**src/rtl/ex_mem_reg.sv**
```systemverilog
// EX->MEM pipeline register: write-back triple, HI/LO request, and madd/msub accumulator staging (EX_MEM_MADD_EN).
// Latency: one cycle. Backpressure: stall[4] holds everything; stall[3] alone injects a bubble toward MEM.
// Without EX_MEM_MADD_EN the accumulator/counter feedback is constant zero and hilo_i/cnt_i are ignored.
module ex_mem_reg #(
    parameter int DATA_W     = 32,
    parameter int REG_ADDR_W = 5,
    parameter int STALL_W    = 6
) (
    input  logic                  clk,
    input  logic                  rst,
    input  logic [STALL_W-1:0]    stall,
    input  logic [REG_ADDR_W-1:0] ex_wd,
    input  logic                  ex_wreg,
    input  logic [DATA_W-1:0]     ex_wdata,
    input  logic [DATA_W-1:0]     ex_hi,
    input  logic [DATA_W-1:0]     ex_lo,
    input  logic                  ex_whilo,
    input  logic [2*DATA_W-1:0]   hilo_i,
    input  logic [1:0]            cnt_i,
    output logic [REG_ADDR_W-1:0] mem_wd,
    output logic                  mem_wreg,
    output logic [DATA_W-1:0]     mem_wdata,
    output logic [DATA_W-1:0]     mem_hi,
    output logic [DATA_W-1:0]     mem_lo,
    output logic                  mem_whilo,
    output logic [2*DATA_W-1:0]   hilo_o,
    output logic [1:0]            cnt_o
);

    logic ex_stall;
    logic mem_stall;

    assign ex_stall  = stall[3];
    assign mem_stall = stall[4];

    // A stalled MEM holds regardless of EX; a bubble must never carry a write enable.
    always_ff @(posedge clk or posedge rst) begin
        if (rst) begin
            mem_wd    <= '0;
            mem_wreg  <= 1'b0;
            mem_wdata <= '0;
            mem_hi    <= '0;
            mem_lo    <= '0;
            mem_whilo <= 1'b0;
        end else if (mem_stall) begin
            mem_wd    <= mem_wd;
            mem_wreg  <= mem_wreg;
            mem_wdata <= mem_wdata;
            mem_hi    <= mem_hi;
            mem_lo    <= mem_lo;
            mem_whilo <= mem_whilo;
        end else if (ex_stall) begin
            mem_wd    <= '0;
            mem_wreg  <= 1'b0;
            mem_wdata <= '0;
            mem_hi    <= '0;
            mem_lo    <= '0;
            mem_whilo <= 1'b0;
        end else begin
            mem_wd    <= ex_wd;
            mem_wreg  <= ex_wreg;
            mem_wdata <= ex_wdata;
            mem_hi    <= ex_hi;
            mem_lo    <= ex_lo;
            mem_whilo <= ex_whilo;
        end
    end

`ifdef EX_MEM_MADD_EN
    // The accumulator only advances while EX is stalled; releasing EX clears it for the next op.
    always_ff @(posedge clk or posedge rst) begin
        if (rst) begin
            hilo_o <= '0;
            cnt_o  <= 2'd0;
        end else if (mem_stall) begin
            hilo_o <= hilo_o;
            cnt_o  <= cnt_o;
        end else if (ex_stall) begin
            hilo_o <= hilo_i;
            cnt_o  <= cnt_i;
        end else begin
            hilo_o <= '0;
            cnt_o  <= 2'd0;
        end
    end

    logic unused_stall;
    assign unused_stall = ^{stall[2:0], stall[STALL_W-1:5]};
`else
    assign hilo_o = '0;
    assign cnt_o  = 2'd0;

    logic unused_madd;
    assign unused_madd = ^{hilo_i, cnt_i, stall[2:0], stall[STALL_W-1:5]};
`endif

endmodule

```
**config.mk**
```make
export PLATFORM = sky130hd
export DESIGN_NAME = ex_mem_reg
export DESIGN_NICKNAME = d
export VERILOG_FILES = /design/src/rtl/ex_mem_reg.sv
export SDC_FILE = /design/constraint.sdc
export NUM_CORES = 1
export LEC_CHECK = 0
export ABC_AREA = 0
export CAP_MARGIN = 0
export CORE_AREA = 2 2 135 137
export DETAILED_ROUTE_END_ITERATION = 6
export DIE_AREA = 0 0 137 139
export PLACE_DENSITY = 0.63
export SYNTH_ARGS = -nofsm -noshare
export SYNTH_HDL_FRONTEND = slang
export SYNTH_SLANG_ARGS = --single-unit
```
**constraint.sdc**
```tcl
create_clock -name clk -period 2.8 [get_ports clk]
set_input_delay 0.28 -clock clk [delete_from_list [all_inputs] [get_ports clk]]
set_output_delay 0.28 -clock clk [all_outputs]
set_load 0.02 [all_outputs]
```
==> impl_metrics.tcl <==
set metrics [dict create \
    dr_total_vias 2968 \
    critPathLaunch "mem_wd[1]" \
    grt_pass1_wl_mm 15.5 \
    timing.rr.start "mem_wdata[6]" \
    relSlewSlack_pct 59.1 \
    worst_pin_slew_ns 0.613 \
    cts_hold_buf 0 \
    drive_above_1_share_pct 4.17 \
    fillerInstances 1706 \
    synthCells 300 \
    wl_mm 10.3 \
    p_per_area_mw_per_mm2 574 \
    use_met3_pct 3.58 \
    layout.area.seq_sq_mm 0.00258 \
    place_hpwl_mm 7.13 \
    core_sq_mm 0.0177 \
    ir_drop_v 0.000239 \
    worstSetupStartpointType "flop" \
    viasPerCell 4.05 \
    insertion_delay_ns 0.34 \
    path_buf_inv 1 \
    synthDominantCellAreaShare_pct 61.8 \
    grt_usage_pct 10.3 \
    drc 0 \
    post-route-min-period_ns 1.62 \
    diodes 0 \
    hold_viol 0 \
    synth-edff-count 0 \
    routedWlPerCell_microns 14.1 \
    ys_seq_area_share_pct 61.8 \
    r2r-end "mem_wdata[6]" \
    final-max-slew-violation-count 0 \
    postRouteAntennaNets 0 \
    dieArea_sq_mm 0.0190 \
    path_depth 1 \
    clkTransAtPathRegs_ns 0.07 \
    endpoint "mem_wd[1]" \
    place_ws_ns 1.23 \
    nNetsFinal 676 \
    fmaxAchievable_ghz 0.618 \
    die_y_microns 139 \
    cp-end-kind "output port" \
    top_usage_layer "met2" \
    reg2reg_depth 1 \
    gr-total-overflow 0 \
    cts_tree "yes" \
    power_w 0.00372 \
    critPathMaxFanout 2 \
    clk_path_buf_depth 2 \
    status "complete, no violations" \
    area_delta_synth_final_pct 55.6 \
    final.setup.tns_ns 0 \
    postCtsSetupBuffers 0 \
    synth_area_leader_cell "dfrtp_1" \
    grt_pass1_vias 2962 \
    leakage_nw 2.90 \
    reg2reg_slack_ns 2.04 \
    synthTopCellsByCount "dfrtp_1, a22o_1, buf_4" \
    rows 49 \
    use_met2_pct 16.8 \
    root_buffer "clkbuf_16" \
    syn_area_sq_mm 0.00417 \
    portBuffers 209 \
    critPathKind "reg -> out" \
    cap_violations 0 \
    antenna_found_initial 0 \
    holdCritPathClass "in -> async" \
    multi_input_comb_area_sq_mm 0.00117 \
    slowest_stage "clkdlybuf4s50_1" \
    drt_iter0_markers 119 \
    worstPathArrival_ns 1.34 \
    cts.sinks 103 \
    gp_congestion 0.709 \
    setup_viol 0 \
    fin_crit_sh_pct 57.8 \
    die_x_microns 137 \
    met1_usage_pct 12.5 \
    clock_skew_ns 0 \
    cp_slowest_stage_delay_ns 0.64 \
    ios 346 \
    htree_levels 3 \
    ys_seq_elements 103 \
    grt_max_degree 104 \
    synth.area.top_cells "dfrtp_1, a22o_1, buf_4" \
    setup_ws_ns 1.18 \
    synth.distinct_cells 12 \
    yosysMostFrequentCell "dfrtp_1" \
    ys.flop_type "dfrtp_1" \
    yosysWarnings 0 \
    rsz0062_at_grt "no" \
    critPathRequiredTime_ns 2.52 \
    dr.pass1.iters 6 \
    numCtsBuffers 9 \
    initial_core_util_pct 23.6 \
    synth-async-reset-ratio_pct 100 \
    cp_cell_sequence "clkdlybuf4s50_1" \
    cp_top_family "buffers and inverters" \
    syn_area_per_cell_sq_um 13.9 \
    cts_resized 0 \
]
-- layer usage --
| metal | vias to the layer above | part of all wire (%) | wire, microns |
|---|---|---|---|
| li1 | 1362 | - | - |
| met5 | - | 0 | 0 |
| met2 | 180 | 47 | 4840 |
| met1 | 1415 | 41 | 4260 |
| met4 | 0 | 1.5 | 159 |
| met3 | 11 | 11 | 1090 |
-- cells in the final DEF (no fill, tap or decap), drive strengths merged --
master / instances
a22o: 102
buf: 4
bufinv: 1
clkbuf: 10
clkdlybuf4s50: 208
clkinv: 1
clkinvlp: 3
conb: 66
dfrtp: 103
inv: 2
nand2: 1
nand2b: 1
nor2: 1
o21ai: 1
-- area by class of cell --
| cell class | instances | area share (%) |
|---|---|---|
| clock inverters | 6 | 1.04 |
| multi-input cells | 172 | 18.0 |
| repair buffers | 212 | 33.1 |
| flip-flops and latches | 103 | 39.7 |
| well taps | 229 | 4.42 |
| clock buffers | 10 | 3.53 |
| inverters | 1 | 0.116 |
-- worst min-delay path by stage --
stage          cells past startpoint      start             to  slack (ns)
2_1_floorplan                      1   stall[3]      mem_wd[3]        0.37
6_report                           3        rst  mem_wdata[21]        0.38
4_1_cts                            3        rst  mem_wdata[27]        0.45
3_5_place_dp                       1  mem_hi[8]      mem_hi[8]        0.50
5_1_grt                            2   stall[4]      mem_lo[9]        0.46
3_3_place_gp                       1  mem_hi[8]      mem_hi[8]        0.49
-- power by group --
group / total [W] / leakage [nW] / switching, W / internal (W)
Combinational: 0.000817 / 1.42 / 0.000403 / 0.000414
Clock: 0.00124 / 0.139 / 0.000542 / 0.000698
Sequential: 0.00167 / 1.34 / 0.0000652 / 0.00160
-- sequential cells by signal, indices dropped and copies added (netlist names) --
signal,count
mem_wdata,32
mem_lo,32
mem_hi,32
mem_whilo,1
mem_wreg,1
mem_wd,5
-- cell families (layout without fill, tap and decap cells) --
group / count (synthesis) / count (layout) / synth area share [%]
AOI/OAI and AO/OA: 103 / 103 / 21.5
DFF: 103 / 103 / 61.8
buffers and inverters: 90 / 229 / 16.0
and+or+nand+nor: 3 / 3 / 0.510
other: 1 / 66 / 0.0899
-- stage by stage --
stage / hold slack, ns / instance area [sq um] / utilization [%] / instances
global route: 0.464 / 6480 / 36.7 / 733
finish: 0.382 / 6480 / 36.7 / 733
CTS: 0.451 / 6480 / 36.7 / 733
floorplan: 0.371 / 4420 / - / 365
detailed placement: 0.496 / 6190 / 35.0 / 717
global placement: 0.490 / 6190 / 35.0 / 717
No activity file was read; power rests on OpenSTA's default activity.
